==> src/rtl/pwm_capture_pkg.sv <==
// pwm_capture_pkg: shared constants and phase encoding for the PWM capture block.
package pwm_capture_pkg;

    localparam int unsigned CNT_W_DEF    = 24;
    localparam int unsigned DUTY_W_DEF   = 8;
    // Full-scale duty code at the default duty width.
    localparam int unsigned DUTY_MAX     = (1 << DUTY_W_DEF) - 1;
    // Consecutive stable cycles required before the deglitched level follows the input.
    localparam int unsigned DEGLITCH_LEN = 4;

    typedef enum logic [1:0] {
        PH_IDLE = 2'd0,
        PH_HIGH = 2'd1,
        PH_LOW  = 2'd2
    } phase_t;

endpackage

==> src/rtl/pwm_capture_frac_div.sv <==
// frac_div: restoring fractional divider, quo = floor(num * 2^DUTY_W / den) for num < den.
// The first quotient bit is resolved on the load edge, so busy spans DUTY_W cycles and
// done marks the last busy cycle, when quo already holds the final result.
// Requires DUTY_W >= 2.
module frac_div #(
    parameter int unsigned CNT_W  = 24,
    parameter int unsigned DUTY_W = 8
) (
    input  logic              sys_clk,
    input  logic              sys_rst_n,
    input  logic              start,
    input  logic [CNT_W-1:0]  num,
    input  logic [CNT_W-1:0]  den,
    output logic              busy,
    output logic              done,
    output logic [DUTY_W-1:0] quo
);

    localparam int unsigned IT_W = $clog2(DUTY_W) + 1;

    logic [CNT_W-1:0] rem_q;
    logic [CNT_W-1:0] den_q;
    logic [IT_W-1:0]  it_q;
    logic [CNT_W-1:0] src_c;
    logic [CNT_W-1:0] dsrc_c;
    logic [CNT_W:0]   dbl_c;
    logic             bit_c;
    logic [CNT_W-1:0] rem_nxt_c;

    // One restoring step: double the remainder and subtract the divisor when it fits.
    always_comb begin
        src_c     = busy ? rem_q : num;
        dsrc_c    = busy ? den_q : den;
        dbl_c     = {src_c, 1'b0};
        bit_c     = (dbl_c >= {1'b0, dsrc_c});
        rem_nxt_c = bit_c ? CNT_W'(dbl_c - {1'b0, dsrc_c}) : CNT_W'(dbl_c);
    end

    // Iteration control and quotient shift register.
    always_ff @(posedge sys_clk or negedge sys_rst_n) begin
        if (!sys_rst_n) begin
            rem_q <= '0;
            den_q <= '0;
            it_q  <= '0;
            busy  <= 1'b0;
            done  <= 1'b0;
            quo   <= '0;
        end else if (start && !busy) begin
            rem_q <= rem_nxt_c;
            den_q <= den;
            quo   <= DUTY_W'(bit_c);
            it_q  <= IT_W'(DUTY_W - 1);
            busy  <= 1'b1;
            done  <= 1'b0;
        end else if (busy) begin
            if (it_q != '0) begin
                rem_q <= rem_nxt_c;
                quo   <= DUTY_W'({quo, bit_c});
                it_q  <= it_q - IT_W'(1);
                done  <= (it_q == IT_W'(1));
            end else begin
                busy <= 1'b0;
                done <= 1'b0;
            end
        end
    end

endmodule

==> src/rtl/pwm_capture.sv <==
// pwm_capture: measures high time, period and normalised duty of an asynchronous PWM input.
// Optional build macro PWM_CAPTURE_DEGLITCH_EN inserts a 4-cycle stability filter after
// the synchroniser; when undefined the synchroniser output is used directly.
module pwm_capture
    import pwm_capture_pkg::*;
#(
    parameter int unsigned CNT_W       = CNT_W_DEF,
    parameter int unsigned DUTY_W      = DUTY_W_DEF,
    parameter int unsigned TIMEOUT_CYC = 2700000
) (
    input  logic              sys_clk,
    input  logic              sys_rst_n,
    input  logic              pwm_in,
    output logic [CNT_W-1:0]  high_cnt,
    output logic [CNT_W-1:0]  period_cnt,
    output logic [DUTY_W-1:0] duty,
    output logic              valid,
    output logic              stuck,
    output logic              overrun
);

    localparam logic [CNT_W-1:0]  TIMEOUT_V = CNT_W'(TIMEOUT_CYC);
    localparam logic [DUTY_W-1:0] DUTY_FULL = '1;

    logic [1:0]        sync_q;
    logic              s_c;
    logic              prev_q;
    logic              rise_c;
    logic              fall_c;

    phase_t            phase_q, phase_d;
    logic [CNT_W-1:0]  hi_q, hi_d;
    logic [CNT_W-1:0]  per_q, per_d;
    logic [CNT_W-1:0]  idle_q, idle_d;
    logic              seen_q, seen_d;
    logic [CNT_W-1:0]  pend_high_q, pend_high_d;
    logic [CNT_W-1:0]  pend_per_q, pend_per_d;
    logic [CNT_W-1:0]  high_d, period_d;
    logic [DUTY_W-1:0] duty_d;
    logic              valid_d, stuck_d, overrun_d;
    logic              start_c;
    logic              timeout_c;

    logic              div_busy;
    logic              div_done;
    logic [DUTY_W-1:0] div_quo;

    function automatic logic [CNT_W-1:0] sat_inc(input logic [CNT_W-1:0] v);
        return (v == '1) ? v : v + CNT_W'(1);
    endfunction

    // Two-flop synchroniser for the asynchronous pin.
    always_ff @(posedge sys_clk or negedge sys_rst_n) begin
        if (!sys_rst_n) sync_q <= 2'b00;
        else            sync_q <= {sync_q[0], pwm_in};
    end

`ifdef PWM_CAPTURE_DEGLITCH_EN
    localparam int unsigned DG_W = $clog2(DEGLITCH_LEN);

    logic            dg_q;
    logic [DG_W-1:0] dg_cnt_q;

    // Follow the synchronised level only after it has differed for DEGLITCH_LEN cycles.
    always_ff @(posedge sys_clk or negedge sys_rst_n) begin
        if (!sys_rst_n) begin
            dg_q     <= 1'b0;
            dg_cnt_q <= '0;
        end else if (sync_q[1] == dg_q) begin
            dg_cnt_q <= '0;
        end else if (dg_cnt_q == DG_W'(DEGLITCH_LEN - 1)) begin
            dg_q     <= sync_q[1];
            dg_cnt_q <= '0;
        end else begin
            dg_cnt_q <= dg_cnt_q + DG_W'(1);
        end
    end

    assign s_c = dg_q;
`else
    assign s_c = sync_q[1];
`endif

    assign rise_c = s_c & ~prev_q;
    assign fall_c = ~s_c & prev_q;

    frac_div #(
        .CNT_W  (CNT_W),
        .DUTY_W (DUTY_W)
    ) u_div (
        .sys_clk   (sys_clk),
        .sys_rst_n (sys_rst_n),
        .start     (start_c),
        .num       (hi_q),
        .den       (per_q),
        .busy      (div_busy),
        .done      (div_done),
        .quo       (div_quo)
    );

    // Phase state, counters and output registers.
    always_ff @(posedge sys_clk or negedge sys_rst_n) begin
        if (!sys_rst_n) begin
            prev_q      <= 1'b0;
            phase_q     <= PH_IDLE;
            hi_q        <= '0;
            per_q       <= '0;
            idle_q      <= '0;
            seen_q      <= 1'b0;
            pend_high_q <= '0;
            pend_per_q  <= '0;
            high_cnt    <= '0;
            period_cnt  <= '0;
            duty        <= '0;
            valid       <= 1'b0;
            stuck       <= 1'b0;
            overrun     <= 1'b0;
        end else begin
            prev_q      <= s_c;
            phase_q     <= phase_d;
            hi_q        <= hi_d;
            per_q       <= per_d;
            idle_q      <= idle_d;
            seen_q      <= seen_d;
            pend_high_q <= pend_high_d;
            pend_per_q  <= pend_per_d;
            high_cnt    <= high_d;
            period_cnt  <= period_d;
            duty        <= duty_d;
            valid       <= valid_d;
            stuck       <= stuck_d;
            overrun     <= overrun_d;
        end
    end

    // Phase transitions, period completion, divider hand-off and timeouts.
    always_comb begin
        phase_d     = phase_q;
        hi_d        = hi_q;
        per_d       = per_q;
        idle_d      = idle_q;
        seen_d      = seen_q;
        pend_high_d = pend_high_q;
        pend_per_d  = pend_per_q;
        high_d      = high_cnt;
        period_d    = period_cnt;
        duty_d      = duty;
        valid_d     = 1'b0;
        stuck_d     = stuck;
        overrun_d   = overrun;
        start_c     = 1'b0;
        timeout_c   = (per_q == TIMEOUT_V) && !div_busy;

        if (div_done) begin
            high_d   = pend_high_q;
            period_d = pend_per_q;
            duty_d   = div_quo;
            valid_d  = 1'b1;
        end

        if (rise_c) stuck_d = 1'b0;

        case (phase_q)
            PH_IDLE: begin
                if (rise_c) begin
                    phase_d = PH_HIGH;
                    hi_d    = CNT_W'(1);
                    per_d   = CNT_W'(1);
                    seen_d  = 1'b1;
                end else if (!seen_q) begin
                    if (idle_q == TIMEOUT_V) begin
                        stuck_d = 1'b1;
                        duty_d  = s_c ? DUTY_FULL : '0;
                        valid_d = 1'b1;
                        seen_d  = 1'b1;
                    end else begin
                        idle_d = sat_inc(idle_q);
                    end
                end
            end
            PH_HIGH: begin
                if (timeout_c) begin
                    stuck_d = 1'b1;
                    duty_d  = s_c ? DUTY_FULL : '0;
                    valid_d = 1'b1;
                    phase_d = PH_IDLE;
                end else if (fall_c) begin
                    per_d   = sat_inc(per_q);
                    phase_d = PH_LOW;
                end else begin
                    hi_d  = sat_inc(hi_q);
                    per_d = sat_inc(per_q);
                end
            end
            PH_LOW: begin
                if (rise_c) begin
                    if (div_busy) begin
                        overrun_d = 1'b1;
                    end else begin
                        start_c     = 1'b1;
                        pend_high_d = hi_q;
                        pend_per_d  = per_q;
                    end
                    hi_d    = CNT_W'(1);
                    per_d   = CNT_W'(1);
                    phase_d = PH_HIGH;
                end else if (timeout_c) begin
                    stuck_d = 1'b1;
                    duty_d  = s_c ? DUTY_FULL : '0;
                    valid_d = 1'b1;
                    phase_d = PH_IDLE;
                end else begin
                    per_d = sat_inc(per_q);
                end
            end
            default: phase_d = PH_IDLE;
        endcase
    end

endmodule

==> config.mk <==
export PLATFORM = sky130hd
export DESIGN_NAME = pwm_capture
export DESIGN_NICKNAME = d
export VERILOG_FILES = /design/src/rtl/pwm_capture_pkg.sv /design/src/rtl/pwm_capture_frac_div.sv /design/src/rtl/pwm_capture.sv
export SDC_FILE = /design/constraint.sdc
export NUM_CORES = 1
export LEC_CHECK = 0
export CAP_MARGIN = 25
export CORE_ASPECT_RATIO = 1.1
export CORE_MARGIN = 1.5
export CORE_UTILIZATION = 40
export DETAILED_ROUTE_END_ITERATION = 10
export GPL_TIMING_DRIVEN = 0
export PLACE_DENSITY = 0.55
export SLEW_MARGIN = 5
export SYNTH_ARGS = -nofsm -noshare
export SYNTH_HDL_FRONTEND = slang
export SYNTH_SLANG_ARGS = --single-unit
==> constraint.sdc <==
create_clock -name sys_clk -period 6.65 [get_ports sys_clk]
set_clock_uncertainty 0.05 [all_clocks]
set_input_delay 0.665 -clock sys_clk [delete_from_list [all_inputs] [get_ports sys_clk]]
set_output_delay 0.665 -clock sys_clk [all_outputs]
set_load 0.1 [all_outputs]
==> reports/summary.md <==
- finished clean — outcome
- 5 — First-pass DRT Iterations
- 219 uV — maximum VDD drop
- 162 MHz — maximum frequency from static timing analysis
- flop — startpoint types
- 1407 — # nets final
- 0 — number of antenna violations at the first check in global routing
- 5.32 — via-per-instance ratio
- 1275 — Cells after Synth
- 0 — total of endpoints with negative setup slack in the final report
- 34.0% — GR met2 Demand/Resource
- 23500 um — total half-perimeter wirelength after legalization and detailed placement
- 49.8% — share of the yosys chip area belonging to registers
- 0.55 ns — worst-skew pair later-pin latency
- 20.9% — global-route usage over all layers
- 0 — count of max-cap constraint violations
- 3 — Max Buffers Root-to-Sink
- clkbuf_1 — CP dominant cell by count
- 0 — number of remaining DRC errors
- 1 — # H-tree levels
- 6.86 nW — leakage power of the design
- buffers and inverters — kind of cell adding the most delay to the critical path
- 0.888 — final weighted congestion in routability-driven placement
- 106 — largest net degree at the start of global routing
- 0 ns — setup_tns
- 31.2% — worst slew slack as a fraction of its limit
- 619 — iteration-0 DRC count of the detailed router
- 171 um — Die X-Extent
- 40.7% — initial core utilization
- flop — crit end category
- 7.08 ns — Req. time, crit path
- 0.06 ns — clock transition at the register clock pins on the worst setup and hold paths after CTS
- 10.2% — share of final-layout standard cells stronger than drive strength 1
- 0 — overflow left after global routing
- no — unrepaired setup endpoints after global routing
- 0.231 ns — post-placement worst setup slack
- 0 — pins over their slew limit
- dfrtp_1 — library cell with the largest summed area after synthesis
- 30500 sq um — Core Footprint
- 9527 — via count of the first global-routing pass
- 9580 — DR vias
- 1314 — Synthesized Nets
- 0.72 ns — Crit path largest cell delay
- 92.9% — final critical-path share of the clock period
- 0.00659 W — total power after layout
- 0 — count of flip-flops with a built-in enable after synthesis
- 29.6% — met1 track demand over resource
- 247 — number of synthesized register bits
- 2.20% — met3 track demand over resource in global routing
- dfrtp_1, nand2_1, mux2_2 — synth top area cells
- reg -> reg — class of the tightest hold or removal check
- met2 — highest-utilization routing layer at the global route stage
- 12400 sq um — mapped cell area
- clkbuf_1, clkbuf_1, buf_1, clkbuf_1, mux2i_1, ha_1, nand2_1, or3_1, or2_0, or4_1, nand3_1, o21ai_1, buf_2, a2111oi_0, a221o_1 — chain of cells forming the critical path
- clkbuf_1 — Worst path slowest cell
- 0 — Routed Antenna Nets
- 188 um — die span in y
- 6.18 ns — Period minus WS final
- 6.60 ns — critical path arrival
- 2978 — Fillers
- yes — clock tree from TritonCTS
- 0 — Final Hold Vio Count
- dfrtp_1 — predominant post-synthesis flop cell
- 32400 um — final WL
- 61 — number of port buffers
- 0 — total of warnings raised by yosys
- reg -> reg — type of the worst setup path
- 17.6% — layout overhead on the synthesized area
- 5 — count of buffer and inverter cells on the critical path
- 49.8% — area share of the largest cell type after synthesis
- 27 — Inserted Clock Buffers
- 67 — row count
- 0 — Ant. Diodes
- 18.0 um — Routed WL per cell
- 247 — count of clock tree sinks
- 9.74 sq um — average footprint of a synthesized cell
- 0.475 ns — least setup slack across all paths after layout
- clkbuf_16 — master cell of the clock root buffer
- 10 — crit-path max FO
- 53100 um — global-route wire length before repair
- 32100 sq um — Die Area
- 1.03 ns — Tightest Pin Transition
- 451 nW/um^2 — Pwr per Cell Area
- 62 — Ports
- 100% — Async SR Flop Fraction
- 62 — number of library cell types mapped by synthesis
==> cells by family (layout without fill, tap and decap cells) <==
| kind of cell | after synthesis | count (layout) | synth area share [%] |
|---|---|---|---|
| multiplexers | 119 | 119 | 10.3 |
| buffers and inverters | 86 | 197 | 2.75 |
| adder cells (fa/ha/maj) | 36 | 36 | 3.69 |
| AO/OA/AOI/OAI | 207 | 207 | 10.4 |
| AND/OR/NAND/NOR | 523 | 523 | 19.0 |
| flip-flops | 247 | 247 | 49.8 |
| XOR/XNOR | 57 | 57 | 4.02 |
==> what timing repair did <==
item | in CTS | in global routing
hold endpoints to repair | 39 | 0
setup endpoints to repair | 0 | 2
buffers inserted | 0 | 0
hold buffers | 1 | 0
gates resized for setup | 0 | 3
==> area by class of cell <==
| cell class | count | area (sq um) | area share [%] |
|---|---|---|---|
| well taps | 414 | 518 | 3.55 |
| repair buffers | 64 | 681 | 4.66 |
| clock inverters | 13 | 229 | 1.57 |
| multi-input cells | 942 | 5890 | 40.3 |
| flip-flops and latches | 247 | 6180 | 42.3 |
| plain buffers | 63 | 256 | 1.76 |
| inverters | 23 | 86.3 | 0.591 |
| clock buffers | 34 | 762 | 5.22 |
==> synth_stat cells (10+ instances only) <==
master and number:
nor3_1 15, o31ai_1 11, a21o_1 13, inv_1 22
a21oi_1 50, clkbuf_1 47, nand3_1 43, mux2i_1 48
xnor2_1 32, nor2_1 89, and3_1 17, o21ai_0 65
nand2_1 267, ha_1 35, xor2_1 25, or3_1 10
dfrtp_1 247, mux2_2 71, a31oi_1 16, nand4_1 25
nand2b_1 10
==> registers in the layout, indices dropped and copies added, names as in the netlist, 2 cells and up <==
name         count
u_div.quo        8
high_cnt        24
u_div.rem_q     24
per_q           24
idle_q          24
pend_high_q     24
phase_q          2
period_cnt      24
duty             8
pend_per_q      24
u_div.den_q     24
sync_q           2
hi_q            24
u_div.it_q       4
==> metal layers <==
layer	wire length [um]	part of all wire, %	up-vias
met5	0	0	-
met4	834	2.6	0
met3	1180	3.6	61
met2	15100	47	173
met1	15300	47	4711
li1	-	-	4635
==> cell usage in the layout, fill, tap and decap left out, types with 5 or more instances in the layout <==
cell type        count
clkbuf_16           27
and4_1               6
a21oi_1             50
dfrtp_1            247
xnor2_1             32
a22o_1               9
or3_1               10
nand2b_1            10
ha_1                35
clkbuf_1            47
nor3_1              15
clkdlybuf4s50_1     60
a21o_1              13
buf_1                7
nand3_1             43
xor2_1              25
and3_1              17
inv_1               22
nor2b_1              7
or2_2                6
bufinv_16            6
mux2i_1             48
and2_1               5
nand2_1            267
nor2_1              89
o31ai_1             11
a31oi_1             16
nand4_1             25
buf_2                6
mux2_2              71
clkbuf_8             6
o21ai_0             65
or4_1                5
nor4_1               6
==> worst register-to-register path: cells and delay by family (launching register included) <==
kind / cells / cell delay (ns)
flops: 1 / 0.55
mux: 1 / 0.21
compound gates: 3 / 0.74
fa+ha+maj: 1 / 0.42
simple gates: 5 / 1.38
buf+inv: 5 / 2.76
==> report_power, final <==
part / internal, W / total [W] / switching [W]
registers: 0.00171 / 0.00188 / 0.000163
clock network: 0.00104 / 0.00167 / 0.000631
logic: 0.00113 / 0.00304 / 0.00191
total: 0.00388 / 0.00659 / 0.00271
==> worst paths after layout <==
kind,startpoint,endpoint,slack (ns),depth (start not counted)
max in group asynchronous,sys_rst_n,u_div.den_q[7],5.07,3
setup / recovery,u_div.busy,u_div.rem_q[5],0.47,15
min in group asynchronous,sys_rst_n,high_cnt[7],0.60,2
setup reg to reg,u_div.busy,u_div.rem_q[5],0.47,15
hold / removal,sync_q[0],sync_q[1],0.30,0
hold reg to reg,sync_q[0],sync_q[1],0.30,0
==> through the flow <==
step / util (%) / area, sq um / hold slack [ns] / std cells
final: 47.9 / 14600 / 0.297 / 1800
after CTS: 47.9 / 14600 / 0.300 / 1800
after detailed placement: 44.6 / 13600 / 0.286 / 1752
after floorplan: - / 12400 / 0.281 / 1275
after global routing: 47.9 / 14600 / 0.311 / 1800
after global placement: 44.4 / 13500 / 0.289 / 1750
No activity file was read; power rests on OpenSTA's default activity.
